--- config.mk ---
export PLATFORM = sky130hd
export DESIGN_NAME = alu_unit
export DESIGN_NICKNAME = d
export VERILOG_FILES = /design/src/rtl/alu_unit.sv
export SDC_FILE = /design/constraint.sdc
export NUM_CORES = 1
export LEC_CHECK = 0
export BUFFER_PORTS_ARGS = -buffer_cell sky130_fd_sc_hd__buf_4
export CAP_MARGIN = 10
export CORE_MARGIN = 10
export CORE_UTILIZATION = 52
export DETAILED_ROUTE_END_ITERATION = 10
export GPL_TIMING_DRIVEN = 0
export PLACE_DENSITY = 0.85
export SETUP_SLACK_MARGIN = 0.5
export SYNTH_ARGS = -nofsm -noshare
export SYNTH_HDL_FRONTEND = slang
export SYNTH_SLANG_ARGS = --single-unit
--- constraint.sdc ---
create_clock -name i_clk -period 0.8 [get_ports i_clk]
set_input_delay 0.08 -clock i_clk [delete_from_list [all_inputs] [get_ports i_clk]]
set_output_delay 0.08 -clock i_clk [all_outputs]
set_load 0.02 [all_outputs]
--- src/rtl/alu_unit.sv ---
// Registered ADD/SUB unit for the accumulator datapath: one-cycle latency,
// with zero/negative/carry/overflow status flags and a valid pipeline.
module alu_unit #(
    parameter int E_BITS = 16
) (
    input  logic              i_clk,
    input  logic              i_rst_n,
    input  logic [E_BITS-1:0] op_1,
    input  logic [E_BITS-1:0] op_2,
    input  logic              i_op,
    input  logic              i_valid,
    output logic [E_BITS-1:0] o_res,
    output logic              o_valid,
    output logic              o_zero,
    output logic              o_neg,
    output logic              o_carry,
    output logic              o_ovf
);

    localparam int MSB = E_BITS - 1;

    // Signed overflow: both addends share a sign and the result does not.
    function automatic logic ovf_f(input logic a_msb, input logic b_msb, input logic r_msb);
        return (a_msb == b_msb) && (r_msb != a_msb);
    endfunction

    logic [E_BITS-1:0] opb_s;
    logic [E_BITS:0]   sum_s;
    logic              ovf_s;

    logic [E_BITS-1:0] res_q,   res_d;
    logic              valid_q, valid_d;
    logic              zero_q,  zero_d;
    logic              neg_q,   neg_d;
    logic              carry_q, carry_d;
    logic              ovf_q,   ovf_d;

    // Datapath: SUB folds into ADD via inverted op_2 and carry-in of one.
    always_comb begin
        opb_s = op_2;
        if (i_op) begin
            opb_s = ~op_2;
        end else begin
            opb_s = op_2;
        end
        sum_s = {1'b0, op_1} + {1'b0, opb_s} + {{E_BITS{1'b0}}, i_op};
        ovf_s = ovf_f(op_1[MSB], opb_s[MSB], sum_s[MSB]);
    end

    // Next-state selection: capture on valid, otherwise hold result and flags.
    always_comb begin
        res_d   = res_q;
        zero_d  = zero_q;
        neg_d   = neg_q;
        carry_d = carry_q;
        ovf_d   = ovf_q;
        valid_d = 1'b0;
        if (i_valid) begin
            res_d   = sum_s[MSB:0];
            zero_d  = (sum_s[MSB:0] == {E_BITS{1'b0}});
            neg_d   = sum_s[MSB];
            carry_d = sum_s[E_BITS];
            ovf_d   = ovf_s;
            valid_d = 1'b1;
        end else begin
            valid_d = 1'b0;
        end
    end

    // Output registers with asynchronous active-low reset.
    always_ff @(posedge i_clk or negedge i_rst_n) begin
        if (!i_rst_n) begin
            res_q   <= {E_BITS{1'b0}};
            valid_q <= 1'b0;
            zero_q  <= 1'b1;
            neg_q   <= 1'b0;
            carry_q <= 1'b0;
            ovf_q   <= 1'b0;
        end else begin
            res_q   <= res_d;
            valid_q <= valid_d;
            zero_q  <= zero_d;
            neg_q   <= neg_d;
            carry_q <= carry_d;
            ovf_q   <= ovf_d;
        end
    end

    assign o_res   = res_q;
    assign o_valid = valid_q;
    assign o_zero  = zero_q;
    assign o_neg   = neg_q;
    assign o_carry = carry_q;
    assign o_ovf   = ovf_q;

endmodule

After elaboration in Yosys (flattened, before gate mapping)
Cells that the tools add are included.
{"block": "totals", "memories": 0, "latchBits": 0, "regBits": 21, "out_inout_bits": 21, "ram_bits": 0, "romBits": 0, "elab_cells": 15}
{"block": "classes", "mul": 0, "div_mod_pow": 0, "n_lt_le_gt_ge": 0, "mux": 2, "shifts": 0, "addsub": 2, "n_eq_ne": 2, "reduce_logical": 2, "bitwise": 1}
{"op": "adder 16 x 16 -> 17 bit", "count": 1}
{"op": "adder 17 x 1 -> 17 bit", "count": 1}
{"op": "zero test 16 bit", "count": 1}
{"op": "2-to-1 mux 16 bit", "count": 1}
{"op": "NOT 16 bit", "count": 1}
{"op": "equality test 1 bit", "count": 1}
{"op": "logical AND 1 bit", "count": 1}
{"op": "2-to-1 mux 1 bit", "count": 1}
{"op": "inequality test 1 bit", "count": 1}

Logic depth before layout (Yosys ltp)
Gate-level depths: netlist of the first run.
{"block": "depth", "depth_word": 6, "mapped_depth": 12, "mapped_depth_nobuf": 10}

Worst setup path after synthesis of the first run
No wires, ideal clock.
{"block": "synth_timing", "path_type": "in2reg", "from": "input port i_op", "to": "register zero_q (netlist: o_zero)", "setup_ns": 0.072, "setup_slack_ns": -2.090, "required_time_ns": 0.728, "cell_stages": 12, "t_arrival_ns": 2.818, "path_cell_list": "buf_6 clkbuf_1 xor2_1 ha_1 clkbuf_1 and3_1 o21ai_1 a31oi_1 or4_1 a2111oi_0 o2111ai_1 o21ai_1"}
{"block": "synth_between", "elab_chain_cells": 4}
{"item": "start: declaration", "line": "10", "text": "input logic i_op,"}
{"item": "2-to-1 mux 16 bit", "line": "41", "text": "if (i_op) begin"}
{"item": "adder 16 x 16 -> 17 bit", "line": "46", "text": "sum_s = {1'b0, op_1} + {1'b0, opb_s} + {{E_BITS{1'b0}}, i_op};"}
{"item": "adder 17 x 1 -> 17 bit (*)", "line": "46"}
{"item": "zero test 16 bit (*)", "line": "60", "text": "zero_d = (sum_s[MSB:0] == {E_BITS{1'b0}});"}
{"item": "end signal: assignment", "line": "82", "text": "zero_q <= zero_d;"}
{"item": "end: declaration", "line": "33", "text": "logic zero_q, zero_d;"}
Every way passes the cells marked *; elsewhere a longest branch is shown, timed or not.
A chain may end at the register's enable or synchronous reset.

Worst setup path after layout of the first run
{"block": "layout_timing", "from": "input port i_op", "to": "register ovf_q (netlist: o_ovf)"}
{"block": "layout_between", "elab_chain_cells": 5, "elab_cells_between_ends": 6, "cone_classes": "add/sub: 2; eq/ne: 2; mux: 1; reduce/logical: 1"}
{"item": "2-to-1 mux 16 bit", "line": "41"}
{"item": "adder 16 x 16 -> 17 bit", "line": "46"}
{"item": "adder 17 x 1 -> 17 bit", "line": "46"}
{"item": "inequality test 1 bit", "line": "24", "text": "return (a_msb == b_msb) && (r_msb != a_msb);"}
{"item": "logical AND 1 bit (*)", "line": "24"}
{"item": "end signal: assignment", "line": "85", "text": "ovf_q <= ovf_d;"}
{"item": "end: declaration", "line": "36", "text": "logic ovf_q, ovf_d;"}
Marks and branches as above.

==> flow_results.org, run 1 <==
** Power and ir drop
- Leakage :: 1.49 nW
- Sw Ratio :: 44.5%
- NetSw :: 3.14 mW
- The clock network is responsible for 12.9% of the overall power.
- Power density of the placed cells :: 2150 nW/µm²
- Combinational cells account for 64.9% of the total power.
- Per report_power, the sequential group accounts for 22.2% of the total.
- Internal :: 3.91 mW
- Worst vdd rail ir drop :: 2020 µV

** Cells and area
- Fill cells in the final layout number 49.
- The top cell types in the final layout, fill and taps aside, are sky130_fd_sc_hd__buf_4 (67), sky130_fd_sc_hd__buf_6 (28), sky130_fd_sc_hd__dfrtp_2 (18).
- Layout net count :: 361
- Of the cells placed in the final design, the portion with a size suffix greater than 1 is 62.5%.
- The library cell used most frequently in the layout, excluding fill and tap cells, is sky130_fd_sc_hd__buf_4.
- 0 antenna diodes ended up in the layout.
- Once layout is done, the placed cells without fillers occupy 3290 µm².
- Final Non-Filler Cells :: 353
- Utilization after layout :: 97.7%
- Layout-stage area growth over the synthesis result :: 79.6%

** Detailed routing
- The final layout contains routed wiring with a total length of 12.5 mm.
- Routed vias :: 2788
- The detail route stage leaves a number of antenna-violating nets equal to 0.
- Drt first-iter violations :: 653
- Dividing the detail-routed wire length by the instance count gives 35.5 µm.
- Remaining routing DRC violations :: 0
- The first TritonRoute pass finished after 8 iterations.
- Using the TritonRoute via totals, the vias-per-cell ratio works out to 7.90.

** Placed design
- Post-detailed-placement half-perimeter wirelength :: 4.30 mm
- Cell Area, Placed :: 2430 µm²
- During placement, the flow inserted port buffers numbering 55.
- Final weighted congestion of routability-driven global placement :: 0.845
- Placed cell count :: 309
- Post-place setup slack :: -2.12 ns

** Yosys
- In this run the biggest area consumer among cell types represents 26.0% of the synthesized area.
- Of all cell types, the one taking the most synthesized area is sky130_fd_sc_hd__dfrtp_1.
- Cells taking the most area after synthesis :: sky130_fd_sc_hd__dfrtp_1 (26%), sky130_fd_sc_hd__ha_1 (11%), sky130_fd_sc_hd__xor2_1 (9.1%)
- Most used DFF post-synth :: sky130_fd_sc_hd__dfrtp_1
- Area of the mapped netlist :: 1830 µm²
- Averaged over all synthesized cells, the footprint is 8.80 µm².
- For this run, the number of Yosys warnings is 0.
- Number of enable-type register cells in the synthesized netlist :: 0
- Number of register bits inferred by synthesis :: 20
- Number of nets in the synthesized netlist :: 261
- FFs w/ async S/R, synth :: 100%
- For this run, the register share of the synthesized area comes to 27.4%.
- Instance count of the mapped netlist :: 208
- Number of distinct library cells after synthesis :: 50

** Clock network
- Latest clock arrival within the worst-skew pair :: 0.33 ns
- Bufs on Longest Clock Path :: 2
- Number of sinks driven by the clock tree :: 20
- Counting the buffers created by CTS gives 3.
- After clock tree synthesis, the clock-pin slew on the worst setup and hold paths is 0.14 ns.
- Number of levels the H-tree was split into :: 1
- The tree is rooted in a sky130_fd_sc_hd__clkbuf_4.
- TritonCTS built the clock tree.

** STA
- Hold Vio Cnt, Final :: 21
- Setup violations remaining at the end of the flow were counted as 40.
- The worst pin sits at a relative slew slack of 63.6%.
- Derived from the worst setup path, the maximum achievable clock frequency is 0.369 GHz.
- Dividing the final minimum period by the clock period gives 339%.
- Hold Slack :: -0.389 ns
- At the pin with the least slew margin, the transition time is 0.545 ns.
- Between clock sinks in the finished design, the worst skew comes to 0 ns.
- Final number of max-transition violations :: 0
- Setup repair after global routing could not meet its margin everywhere.
- After layout, the worst setup slack is -1.91 ns.
- Counting I/O delays and the setup requirement, the final critical path takes 2.71 ns.

** Worst setup path
- Type of the setup path with the least slack :: in2reg
- The critical path goes through buf_12, clkbuf_16, xor2_2, ha_1, clkbuf_8, and3_4, nor2_2, a2bb2oi_1, nand3_1, a21oi_1, xor2_1, o31ai_1.
- The number of buffers and inverters on the critical path is 3.
- Critical path's largest stage delay :: 0.44 ns
- For flop-to-flop paths, the worst setup slack is -0.17 ns.
- Crit path max-delay cell type :: sky130_fd_sc_hd__a2bb2oi_1
- Crit path max fanout :: 5
- Cell family with the largest share of critical-path delay :: compound AO/OA/AOI/OAI gates
- Category of the worst setup path capture point :: flip-flop
- For the worst setup path, the data arrival time is 2.90 ns.
- Startpoint type of the worst setup path :: primary input
- Data on the critical path is required at its endpoint by 0.99 ns.

** Job
- Max-cap violations in this run came to 0.

** Global routing
- Antenna violations before repair :: 0
- Via count of the first global-routing pass :: 2586
- Global-route wire length before repair :: 13.3 mm
- Entering global routing, the biggest net connects 21 pins.
- Final global-route overflow total :: 0
- GR Util All Layers :: 26.3%

** Floorplan
- DIE AREA :: 6290 µm²
- Row cnt :: 21
- The floorplan step set the die width to 79.3 µm.
- Core box area :: 3360 µm²
- Count of pins on the block boundary :: 57
- The initial utilization of the core area, before any placement, comes to 54.4%.
- Die span in y :: 79.3 µm

** Status
- The final reports fail on negative hold slack, negative setup slack.
- The run finished, with violations left.

** Min path
- HP Class :: in2async
## cells in the mapped netlist, types with 7 or more instances
library cell,n
sky130_fd_sc_hd__ha_1,16
sky130_fd_sc_hd__a21oi_1,10
sky130_fd_sc_hd__o21a_1,7
sky130_fd_sc_hd__xor2_1,19
sky130_fd_sc_hd__dfrtp_1,19
sky130_fd_sc_hd__nand2_1,14
sky130_fd_sc_hd__inv_1,9
sky130_fd_sc_hd__nor2_1,11
sky130_fd_sc_hd__a21o_1,8
sky130_fd_sc_hd__clkbuf_1,7
sky130_fd_sc_hd__o21ai_0,12
sky130_fd_sc_hd__nand3_1,8
sky130_fd_sc_hd__nor3_1,7
## cell families (layout without fill, tap and decap cells)
family                     after synthesis  count (layout)  synth area share, %
AOI/OAI and AO/OA                       61              61                 22.9
and+or+nand+nor                         60              60                 16.7
xor gates and xnor gates                23              23                 11.0
DFF                                     20              20                 27.4
buffers and inverters                   18             117                 4.31
adders and majority gates               17              17                 12.0
muxes                                    9               9                 5.60
## layout make-up
cell class,count,area (µm²),area share (%)
Buffer,9,113,3.43
Clock buffer,3,22.5,0.685
Clock inverter,1,30.0,0.914
Inverter,9,33.8,1.03
Multi-Input combinational cell,170,1690,51.3
Sequential cell,20,524,15.9
Tap cell,46,57.6,1.75
Timing Repair Buffer,95,821,25.0
## path summary, 6_finish.rpt
check / start / end / cells past startpoint
min: i_rst_n / o_res[11] / 1
min in group i_clk: i_valid / o_valid / 1
min reg2reg: o_res[8] / o_res[8] / 1
max in group asynchronous: i_rst_n / o_zero / 1
max: i_op / o_ovf / 12
max reg2reg: o_res[10] / o_res[10] / 2
## power by group through the flow
stage | Clock [mW] | Combinational [mW] | Sequential, mW
detailed placement | 0 | 2.63 | 1.45
global route | 0.917 | 4.62 | 1.57
finish | 0.911 | 4.58 | 1.57
CTS | 0.839 | 3.60 | 1.47
global placement | 0 | 2.56 | 1.44
floorplan | 0 | 1.40 | 1.75
## state kept, by name, indices dropped and copies added, names as in the netlist
signal	cells
o_res	16
o_carry	1
o_ovf	1
o_valid	1
o_zero	1
## stage by stage
stage	power (mW)	setup TNS, ns	hold slack [ns]
2_1_floorplan	3.16	-21.29	-0.216
3_3_place_gp	4.00	-25.28	-0.0307
3_5_place_dp	4.08	-26.17	-0.0291
4_1_cts	5.91	-20.88	-0.375
5_1_grt	7.11	-27.63	-0.387
6_report	7.05	-27.37	-0.389
## routing by layer
metal | GRT usage (%) | part of all wire [%] | vias up
met5 | 0 | 0 | -
met4 | 16.3 | 11 | 0
met3 | 7.43 | 13 | 154
met2 | 45.8 | 45 | 418
met1 | 27.4 | 31 | 1261
li1 | - | - | 955
## timing repair
action | 4_1_cts | 5_1_grt
cloned | 1 | 0
hold endpoints to repair | 21 | 21
gates resized for setup | 74 | 31
endpoints found under the setup margin | 40 | 40
setup buffers | 34 | 5
pin swaps | 37 | 20
(Power assumes the default switching activity.)
==> inputs of run 2 (changes only) <==
- CORE_UTILIZATION: 52 -> 55
- PLACE_DENSITY: 0.85 -> 0.89
- clock period: 0.8 -> 3.46 ns (I/O delays scaled with it)
==> run 2 against run 1 <==
Final cell count down 11%; via count down 34%; flip-flop and latch count unchanged; worst setup slack better by 2.6 ns; the flow now finishes without violations; wire length down 60%.
==> flow_results.org, run 2 (synthesis gave the netlist of run 1 again) <==
** Status
- Outcome :: complete, no violations

** Cells and area
- The filler cells instantiated in the layout total 238.
- Layout net count :: 324
- The number of antenna diodes in the final layout is 0.
- Registers take 502 µm².
- From synthesis to final layout, the design area changed by 29.7%.
- In the final layout, the multi-input gates occupy 1270 µm².
- Finished layout cell area :: 2370 µm²
- The library cell used most frequently in the layout, excluding fill and tap cells, is sky130_fd_sc_hd__buf_4.
- Share of cells above drive strength 1 :: 28.9%
- Highest-count cells in the layout ignoring fill and taps :: sky130_fd_sc_hd__buf_4 (58), sky130_fd_sc_hd__xor2_1 (19), sky130_fd_sc_hd__dfrtp_1 (19), sky130_fd_sc_hd__ha_1 (16), sky130_fd_sc_hd__nand2_1 (14)
- Max reg flops :: 16

** Job
- MaxCap Viol Count :: 0

** Power and ir drop
- Power density of the placed cells :: 426 nW/µm²
- Power, Total :: 1.01 mW
- The analysis attributes to cell leakage a power of 1.16 nW.
- Worst vdd rail ir drop :: 227 µV

** STA
- Final number of max-transition violations :: 0
- Skew final :: 0 ns
- Counting I/O delays and the setup requirement, the final critical path takes 2.79 ns.
- Period utilization :: 80.6%
- Setup repair after global routing left no endpoint under its margin.
- Setup violations remaining at the end of the flow were counted as 0.
- Worst-case setup margin in the final layout :: 0.670 ns
- In this run the tightest slew margin relative to its limit is 64.9%.
- Timing would allow up to 0.358 GHz.
- For the final routed database, the setup TNS stands at 0 ns.
- The number of failing hold endpoints at the final stage is 0.
- For the pin with the worst max-slew slack, the measured transition is 0.522 ns.

** Worst setup path
- On the critical path, the stage with the largest delay is an instance of sky130_fd_sc_hd__or4_4.
- Walking the worst path, the cells encountered are buf_6, buf_6, xor2_1, ha_1, clkbuf_2, and3_1, o21ai_1, a31oi_1, or4_4, a2111oi_2, o2111ai_1, o21ai_1.
- STA classifies the critical path endpoint as a flip-flop.
- Crit path buf inv count :: 3
- The setup path with the least slack is of type in2reg.
- Required time of the critical path :: 3.70 ns
- Crit path max fanout :: 10
- Critical path's largest stage delay :: 0.52 ns
- Arr. time, crit path :: 3.03 ns
- Cell family with the largest share of critical-path delay :: compound AO/OA/AOI/OAI gates
- Startpoint type of the worst setup path :: primary input

** Placed design
- The count of buffers added on input and output ports is 55.
- Final weighted congestion of routability-driven global placement :: 0.867
- Cell Area, Placed :: 2300 µm²
- Post-detailed-placement half-perimeter wirelength :: 4.14 mm
- Timing analysis after detailed placement gives a worst setup slack of 0.178 ns.

** Clock network
- CTS built an H-tree with a depth of 1.
- At the later pin of the worst-skew pair, clock insertion delay measures 0.30 ns.
- Clock-pin slew was measured on the worst setup and hold paths at 0.10 ns.
- Root Buffer Master :: sky130_fd_sc_hd__clkbuf_4
- Number of sinks driven by the clock tree :: 20
- Clock buffer count from CTS :: 3
- In this run the deepest clock path goes through 2 buffers.
- TritonCTS clock tree :: done

** Floorplan
- The die is 77.7 µm wide.
- Die span in y :: 77.7 µm
- The floorplan step defined a die boundary enclosing 6040 µm².
- Initial Util :: 58.5%
- In this run the core area contains 20 standard-cell rows.
- Core box area :: 3130 µm²
- Count of pins on the block boundary :: 57

** Global routing
- Final global-route overflow total :: 0
- The number of global-route vias before repair came to 1812.
- The number of antenna violations at the first check in global routing was 0.
- Pin count of the biggest net entering global routing :: 21
- Global-route wire length before repair :: 8.24 mm
- GR Util All Layers :: 15.9%

** Detailed routing
- Count of antenna-violating nets left after detailed routing :: 0
- Drt first-iter violations :: 144
- Post-detailed-route via-to-cell ratio :: 5.82
- The first TritonRoute pass finished after 4 iterations.
- After detailed routing, the number of remaining DRC violations is 0.
- For this block, the via count after detailed routing is 1829.
- Average routed wire per standard cell :: 16.0 µm
- Summed over all layers, the routed wires come to 5.02 mm.

** Min path
- The worst hold path belongs to the class in2reg.
-- run 2: changes by cell type in the layout (fill, tap and decap cells not counted), moves of 5 or more --
cell,delta
sky130_fd_sc_hd__nor3_1,+6
sky130_fd_sc_hd__dfrtp_2,-18
sky130_fd_sc_hd__buf_4,-9
sky130_fd_sc_hd__clkbuf_1,+6
sky130_fd_sc_hd__xor2_2,-5
sky130_fd_sc_hd__xor2_1,+6
sky130_fd_sc_hd__o21ai_0,+6
sky130_fd_sc_hd__buf_6,-26
sky130_fd_sc_hd__dfrtp_1,+18
sky130_fd_sc_hd__a21oi_1,+6
-- run 2: final timing paths --
path | depth (start not counted) | to | from | slack, ns
max in group asynchronous | 2 | o_zero | i_rst_n | 2.75
hold reg to reg | 2 | o_zero | o_zero | 0.49
setup / recovery | 12 | o_zero | i_op | 0.67
min in group asynchronous | 2 | o_res[6] | i_rst_n | 0.44
hold / removal | 1 | o_valid | i_valid | 0.16
setup reg to reg | 1 | o_res[9] | o_res[9] | 2.70
-- run 2: per-stage QoR --
step	hold WS [ns]	cells	utilization, %
after detailed placement	0.234	307	73.6
final	0.157	314	75.9
after global routing	0.143	314	75.9
after CTS	0.148	312	74.9
after global placement	0.229	307	73.6
after floorplan	0.0504	208	-
-- run 2: report_power, final --
part	internal, mW	switching, mW
logic	0.260	0.317
clock network	0.0450	0.0681
registers	0.289	0.0326
-- run 2: area by class of cell --
cell class / count / share of cell area [%]
inverter: 9 / 1.42
sequential: 20 / 21.1
tap: 44 / 2.32
clock buffer: 4 / 1.11
timing repair buffer: 58 / 18.4
multi-input combinational: 170 / 53.3
buffer: 9 / 2.27
-- run 2: timing repair --
item	4_1_cts	5_1_grt
pin swaps	0	1
setup buffers	0	2
hold buffers	1	0
resized for setup	1	7
hold endpoints to repair	19	0
endpoints found under the setup margin	1	1
-- run 2: routing by layer --
layer	global-route usage, %	up-vias	wire, µm
li1	-	895	-
met1	18.8	854	2090
met2	28.0	74	2500
met3	4.61	6	365
met4	2.92	0	59
met5	0	-	0
